**config.mk**
```make
export PLATFORM = sky130hd
export DESIGN_NAME = i2c_slave_responder
export DESIGN_NICKNAME = d
export VERILOG_FILES = /design/src/rtl/i2c_slave_responder.sv
export SDC_FILE = /design/constraint.sdc
export NUM_CORES = 1
export LEC_CHECK = 0
export CAP_MARGIN = 20
export CELL_PAD_IN_SITES_DETAIL_PLACEMENT = 1
export CELL_PAD_IN_SITES_GLOBAL_PLACEMENT = 2
export CORE_ASPECT_RATIO = 1.25
export CORE_MARGIN = 2
export CORE_UTILIZATION = 26
export CTS_CLUSTER_DIAMETER = 30
export DETAILED_ROUTE_END_ITERATION = 10
export GPL_ROUTABILITY_DRIVEN = 0
export PLACE_DENSITY = 0.61
export SLEW_MARGIN = 10
export SYNTH_ARGS = -nofsm -noshare
export SYNTH_HDL_FRONTEND = slang
export SYNTH_SLANG_ARGS = --single-unit
```
**constraint.sdc**
```tcl
create_clock -name core_clk -period 2.5 [get_ports core_clk]
set_input_delay 0.5 -clock core_clk [delete_from_list [all_inputs] [get_ports core_clk]]
set_output_delay 0.5 -clock core_clk [all_outputs]
set_load 0.02 [all_outputs]
```
**src/rtl/i2c_slave_responder.sv**
```systemverilog
// I2C target core: oversamples SCL/SDA on core_clk, detects START/STOP,
// matches a fixed 7-bit address, ACKs and delivers written bytes, and
// serves read bytes fetched from the user. Drives SDA low only; never
// touches SCL (no clock stretching).
//
// User handshakes (no back-pressure on either side):
//   rx_valid - one-cycle strobe; rx_data holds the new byte from that cycle
//              on. There is no ready: a missed strobe loses the byte.
//   tx_req   - one-cycle strobe at the ACK clock's rising edge; the user must
//              have the next byte on tx_data by the following SCL fall, when
//              it is latched. tx_data is ignored at all other times.
module i2c_slave_responder #(
    parameter logic [6:0] SLAVE_ADDR  = 7'h10,
    parameter int         HOLD_CYCLES = 2
) (
    input  logic       core_clk,
    input  logic       reset,
    input  logic       scl_in,
    input  logic       sda_in,
    output logic       sda_oe,
    output logic [7:0] rx_data,
    output logic       rx_valid,
    input  logic [7:0] tx_data,
    output logic       tx_req,
    output logic       addr_match,
    output logic       busy,
    output logic       start_det,
    output logic       stop_det,
    output logic [2:0] state_dbg
);

    typedef enum logic [2:0] {
        IDLE      = 3'd0,
        ADDR      = 3'd1,
        ADDR_ACK  = 3'd2,
        RX_DATA   = 3'd3,
        RX_ACK    = 3'd4,
        TX_DATA   = 3'd5,
        TX_ACK    = 3'd6,
        WAIT_STOP = 3'd7
    } state_t;

    localparam int            HW        = $clog2(HOLD_CYCLES + 1);
    localparam logic [HW-1:0] HOLD_LOAD = HW'(HOLD_CYCLES);

    state_t        state;
    logic          scl_s1, scl_s2, scl_h;
    logic          sda_s1, sda_s2, sda_h;
    logic [3:0]    bit_cnt;
    logic [HW-1:0] hold_cnt;
    logic [7:0]    shift;
    logic [7:0]    tx_shift;
    logic          rw;
    logic          rx_pend;

    logic scl_rise, scl_fall, start_cond, stop_cond, hold_fire;

    assign scl_rise   = scl_s2 & ~scl_h;
    assign scl_fall   = ~scl_s2 & scl_h;
    assign start_cond = scl_s2 & scl_h & sda_h & ~sda_s2;
    assign stop_cond  = scl_s2 & scl_h & ~sda_h & sda_s2;
    // Delayed SCL-fall event: the moment sda_oe is allowed to change.
    assign hold_fire  = (hold_cnt == HW'(1));
    assign state_dbg  = state;

    // Two-flop synchronizers plus one history flop per line; idle bus is high.
    always_ff @(posedge core_clk) begin
        if (reset) begin
            {scl_s1, scl_s2, scl_h} <= 3'b111;
            {sda_s1, sda_s2, sda_h} <= 3'b111;
        end else begin
            {scl_s1, scl_s2, scl_h} <= {scl_in, scl_s1, scl_s2};
            {sda_s1, sda_s2, sda_h} <= {sda_in, sda_s1, sda_s2};
        end
    end

    // Protocol FSM: START/STOP first, then SCL rise sampling and delayed fall actions.
    always_ff @(posedge core_clk) begin
        if (reset) begin
            state      <= IDLE;
            bit_cnt    <= 4'd0;
            hold_cnt   <= '0;
            shift      <= 8'h00;
            tx_shift   <= 8'h00;
            rw         <= 1'b0;
            rx_pend    <= 1'b0;
            sda_oe     <= 1'b0;
            rx_data    <= 8'h00;
            rx_valid   <= 1'b0;
            tx_req     <= 1'b0;
            addr_match <= 1'b0;
            busy       <= 1'b0;
            start_det  <= 1'b0;
            stop_det   <= 1'b0;
        end else begin
            start_det <= 1'b0;
            stop_det  <= 1'b0;
            tx_req    <= 1'b0;
            rx_valid  <= rx_pend;
            rx_pend   <= 1'b0;
            if (start_cond) begin
                state      <= ADDR;
                bit_cnt    <= 4'd0;
                hold_cnt   <= '0;
                addr_match <= 1'b0;
                sda_oe     <= 1'b0;
                start_det  <= 1'b1;
                busy       <= 1'b1;
            end else if (stop_cond) begin
                state      <= IDLE;
                bit_cnt    <= 4'd0;
                hold_cnt   <= '0;
                addr_match <= 1'b0;
                sda_oe     <= 1'b0;
                stop_det   <= 1'b1;
                busy       <= 1'b0;
            end else begin
                if (hold_cnt != '0)
                    hold_cnt <= hold_cnt - HW'(1);
                if (scl_fall && state != IDLE)
                    hold_cnt <= HOLD_LOAD;
                // Bit slot counter 0..8 (8 data bits then the ACK clock).
                if (scl_rise && state != IDLE && state != WAIT_STOP) begin
                    bit_cnt <= (bit_cnt == 4'd8) ? 4'd0 : bit_cnt + 4'd1;
                    shift   <= {shift[6:0], sda_s2};
                end
                case (state)
                    ADDR: begin
                        if (scl_rise && bit_cnt == 4'd7) begin
                            if (shift[6:0] == SLAVE_ADDR) begin
                                state <= ADDR_ACK;
                                rw    <= sda_s2;
                            end else begin
                                state <= WAIT_STOP;
                            end
                        end
                    end
                    ADDR_ACK, RX_ACK: begin
                        if (state == ADDR_ACK && rw && scl_rise && bit_cnt == 4'd8)
                            tx_req <= 1'b1;
                        if (state == ADDR_ACK && rw && scl_fall && bit_cnt == 4'd0)
                            tx_shift <= tx_data;
                        if (hold_fire) begin
                            if (bit_cnt == 4'd8) begin
                                sda_oe     <= 1'b1;
                                addr_match <= 1'b1;
                            end else if (bit_cnt == 4'd0) begin
                                if (state == ADDR_ACK && rw) begin
                                    sda_oe <= ~tx_shift[7];
                                    state  <= TX_DATA;
                                end else begin
                                    sda_oe <= 1'b0;
                                    state  <= RX_DATA;
                                end
                            end
                        end
                    end
                    RX_DATA: begin
                        if (scl_rise && bit_cnt == 4'd7) begin
                            rx_data <= {shift[6:0], sda_s2};
                            rx_pend <= 1'b1;
                            state   <= RX_ACK;
                        end
                    end
                    TX_DATA: begin
                        if (hold_fire) begin
                            if (bit_cnt == 4'd8) begin
                                sda_oe <= 1'b0;
                                state  <= TX_ACK;
                            end else begin
                                sda_oe <= ~tx_shift[3'd7 - bit_cnt[2:0]];
                            end
                        end
                    end
                    TX_ACK: begin
                        if (scl_rise && bit_cnt == 4'd8) begin
                            if (sda_s2)
                                state <= WAIT_STOP;
                            else
                                tx_req <= 1'b1;
                        end
                        if (scl_fall && bit_cnt == 4'd0)
                            tx_shift <= tx_data;
                        if (hold_fire && bit_cnt == 4'd0) begin
                            sda_oe <= ~tx_shift[7];
                            state  <= TX_DATA;
                        end
                    end
                    WAIT_STOP: sda_oe <= 1'b0;
                    default: ;
                endcase
            end
        end
    end

endmodule

```
== Yosys cells after proc, flatten, opt, wreduce, memory -nomap -nowiden ==
Index checks and enable logic that the tools add are counted.
Word-level totals
  register bits after elaboration: 47
  input bits: 12
  output and inout port bits: 18
  logic and storage cells: 151
Operators by class
  $add $sub $neg: 3
  $lt $le $gt $ge: 1
  equal/unequal tests: 34
  muxes and demuxes: 40
  bitwise gates (word level): 16
  reduce and logical (&&, ||, !) cells: 34
Operators with widths (number)
  two-way mux 3 bit: 12
  != test 4 bit (second input constant): 7
  != test 2 bit (second input constant): 10
  AND reduction 10 bit: 2
  two-way mux 1 bit: 18
  two-way mux 8 bit: 2
  case mux 8 bit (2 select lines): 1
  case mux 3 bit (5 select lines): 1
  AND reduction 5 bit: 3
  equality test 3 bit (second input constant): 4
  logical AND 1 bit: 12
  != test 3 bit (second input constant): 4
  != test 5 bit (second input constant): 2
  inverter 1 bit: 9
  nonzero test 2 bit: 4
  OR reduction 4 bit: 2
  bitwise AND 1 bit: 7
  equality test 7 x 5 -> 1 bit (second input constant): 1
  nonzero test 7 bit: 1
  equality test 3 x 2 -> 1 bit (second input constant): 2
  AND reduction 3 bit: 2
  nonzero test 5 bit: 1
  adder 4 x 1 -> 4 bit (second input constant): 1
  equality test 4 x 3 -> 1 bit (second input constant): 1
  other kinds (17): 19

== Longest topological paths before layout ==
  depth in word-level cells: 9
  mapped depth: 8
  depth with buffers taken out: 8

== Worst setup path before layout ==
No wires, ideal clock.
  kind: register to register
  from: register bit_cnt[1]
  to: register tx_shift[0]
  library setup time: 128 ps
  arrival time: 1817 ps
  data required time: 2372 ps
  setup slack: 556 ps
  cell stages (with the launch flop): 8
  path buffers: 1
  clock period less this slack: 1944 ps
  path through: dfxtp_1 -> inv_1 -> ha_1 -> or3b_4 -> or4b_4 -> buf_6 -> mux2i_1 -> nor2_1
On the way
  cells in the longest elaborated chain, start to end: 4
  elaborated cells on any way between the ends: 6
  those cells by class: 2 x eq/ne; 4 x reduce/logical
RTL lines
  start, declared: RTL line 49  | logic [3:0] bit_cnt;
  start signal, assigned: RTL line 124  | bit_cnt <= (bit_cnt == 4'd8) ? 4'd0 : bit_cnt + 4'd1;
  logical NOT 4 bit (*): RTL line 141, 182
  logical AND 1 bit (on tied branches): RTL line 182, 141
  != test 2 bit (no source line)
  AND reduction 5 bit (no source line) (*)
  end signal, assigned: RTL line 142  | tx_shift <= tx_data;
  end signal, assigned: RTL line 183  | tx_shift <= tx_data;
  end, declared: RTL line 52  | logic [7:0] tx_shift;
Every way passes the cells marked *; elsewhere a longest branch is shown, timed or not.
A chain may end at the register's enable or synchronous reset.

== Worst setup path in the final report ==
  from: register state[0], in the netlist state_dbg[0]
  to: output port state_dbg[0]
RTL lines
  start, declared: RTL line 46  | state_t state;
  start signal, assigned: RTL line 80  | state <= IDLE;
  start signal, assigned: RTL line 102  | state <= ADDR;
  start signal, assigned: RTL line 110  | state <= IDLE;
  end, declared: RTL line 29  | output logic [2:0] state_dbg
No word-level cell between the ends.

==> results.yml <==
placed_design:
  portBuffers: 29
  post_dp_cell_area_sq_mm: 0.00248
  dpl.hpwl_um: 3890
  place_ws_ps: 448
global_route:
  grt_use_total_pct: 13.1
  antenna_found_initial: 0
  grt_pass1_vias: 1833
  overflow: 0
  grt_max_degree: 21
  grt_pass1_wl_um: 9320
detailed_routing:
  drcViolationCount: 0
  dr_wl_met2_um: 2540
  ant_nets: 0
  met1Wirelength_um: 2580
  viasPerCell: 4.77
  drtPass1Iterations: 4
  drt_wl_total_um: 5340
  routedWlPerCell_um: 14.7
  num_vias: 1733
  wl_met3_um: 119
  highest_layer: "met4"
  drtIter0Drc: 47
final_layout:
  nets: 282
  drive_above_1_share_pct: 11.2
  final_cell_mix: "47 x dfxtp_1, 31 x nor2_1, 29 x nand2_1, 29 x clkdlybuf4s50_1, 20 x a21oi_1"
  areaGrowthSynthToFinish_pct: 25.3
  n_antenna_cell: 0
  final_common_cell: "dfxtp_1"
  fin_area_sq_mm: 0.00259
synthesis:
  avgSynthCellArea_sq_um: 8.79
  ys_types: 42
  ys.flop_type: "dfxtp_1"
  yosysTopAreaCellShare_pct: 45.6
  yosysTopAreaCell: "dfxtp_1"
  synth_fp_nets: 249
  async_reset_ff_share_pct: 0
  synth_warnings: 0
  synth-seq-area-share_pct: 45.6
  synth_area_leaders: "dfxtp_1 46%, mux2i_1 9.2%, nor2_1 5.6%"
  syn_inst: 235
  synthesis.area_sq_mm: 0.00206
  ys_seq_elements: 47
  synth_edf_count: 0
sta:
  period_needed_ps: 2130
  tightest_slew_ps: 512
  fin_worst_skew_ps: 6.79
  rsz0062_at_grt: "no"
  fin_setup_tns_ps: 0
  timing.final.crit_share_pct: 85.1
  relSlewSlack_pct: 65.3
  setup_slack_ps: 372
  fmaxAchievable_ghz: 0.470
  whs_ps: 420
  hold_viol_final: 0
  final-setup-viol-count: 0
  slew_viol_final: 0
die:
  ioPinCount: 30
  initial_core_util_pct: 26.6
  coreArea_sq_mm: 0.00775
  row_count: 36
  die_y_um: 104
  dieArea_sq_mm: 0.00867
  die_x_um: 83.7
critical_path:
  crit_family: "buffers and inverters"
  slowest_delay_ps: 700
  worstPathMaxFanout: 13
  critPathKind: "register to primary output"
  end_kind: "primary output"
  path_buf_inv: 1
  startpoint_type: "register"
  worstPathCellList: "clkdlybuf4s50_1"
  cp.required_ps: 2000
  arrival_ps: 1630
  cp_slowest_cell: "clkdlybuf4s50_1"
  regToRegSetupSlack_ps: 450
cts:
  clk_latency_ps: 300
  post-cts-setup-buffers: 0
  clkTransAtPathRegs_ps: 90
  root_buffer: "clkbuf_8"
  cts_tree: "yes"
  htreeDepth: 2
  cts.sink_count: 47
  cts_max_path_buffers: 2
  numCtsBuffers: 5
  post_cts_resized: 0
  cts_hold_buffers: 0
pwr:
  p_seq_share_pct: 52.0
  p_int_uw: 1130
  powerDensity_mw_per_mm2: 583
  total_power_uw: 1510
  irDropWorstVdd_mv: 0.225
  pwr-share-clk_pct: 36.8
  combPwrFrac_pct: 11.2
  power.net_switching_uw: 379
  p_leak_uw: 0.00101
  swShare_pct: 25.1
outcome:
  status: "complete, no violations"
worst_hold_path:
  hold_class: "register to register"
run:
  maxCapViolCount: 0
-- synth_stat cells, types with 2 or more instances --
library cell	instances
inv_1	6
a221o_1	2
nand2b_1	3
o21ai_0	5
a211o_1	2
nor2_1	31
inv_2	2
nand4_1	3
clkbuf_1	7
a41oi_1	2
buf_6	2
buf_2	3
nand2_1	29
o22ai_1	2
ha_1	2
nand3b_1	2
nand3_1	4
nor3b_1	2
mux4_2	2
nor3_1	9
mux2i_1	19
a21oi_1	20
nor2b_1	3
a311oi_1	2
nor4b_1	2
or2_2	6
dfxtp_1	47
xor2_1	2
-- final cells by class --
| type | instances | area, sq um |
|---|---|---|
| clock buffer | 5 | 68.8 |
| timing repair buffer | 39 | 365 |
| sequential | 47 | 941 |
| inverter | 8 | 30.0 |
| clock inverter | 2 | 37.5 |
| fill | 940 | 5160 |
| tap | 95 | 119 |
| multi-input combinational | 167 | 1030 |
-- layer usage --
metal / global-route usage [%] / up-vias
li1: - / 884
met1: 17.4 / 820
met2: 21.5 / 21
met3: 2.23 / 8
met4: 4.61 / 0
met5: 0 / -
-- sequential cells by signal, indices dropped and copies added, names as in the netlist, 2 cells and up --
register,count
tx_shift,8
bit_cnt,4
rx_data,8
hold_cnt,2
state_dbg,3
shift,7
-- per-stage QoR --
stage | util (%) | std cells
3_5_place_dp | 32.0 | 356
5_1_grt | 33.4 | 363
3_3_place_gp | 32.0 | 356
2_1_floorplan | - | 235
6_report | 33.4 | 363
4_1_cts | 33.4 | 363
-- kinds of logic (layout without fill, tap and decap cells) --
group	Yosys count	count (layout)	share of synthesized area [%]
muxes	21	21	11.4
adders and majority gates	2	2	1.21
buffers and inverters	21	54	4.73
AOI/OAI and AO/OA	42	42	12.8
DFF	47	47	45.6
and+or+nand+nor	100	100	23.5
xor gates and xnor gates	2	2	0.849
-- final timing paths --
path,cells after the start,endpoint,startpoint
worst min register to register,1,sda_s2$_SDFF_PP1_,sda_s1$_SDFF_PP1_
worst min-delay path,1,sda_s2$_SDFF_PP1_,sda_s1$_SDFF_PP1_
worst max-delay path,1,state_dbg[0],state_dbg[0]$_SDFFE_PP0P_
worst max register to register,6,tx_shift[4]$_SDFFE_PP0P_,bit_cnt[0]$_SDFFE_PP0P_
-- power groups by stage --
| stage | Sequential, uW | Combinational (uW) | Clock [uW] |
|---|---|---|---|
| after floorplan | 794 | 105 | 0 |
| after global placement | 803 | 174 | 0 |
| after detailed placement | 802 | 172 | 0 |
| after CTS | 785 | 172 | 580 |
| after global routing | 788 | 189 | 613 |
| final | 784 | 169 | 554 |
Power figures use the tool's default switching activity.
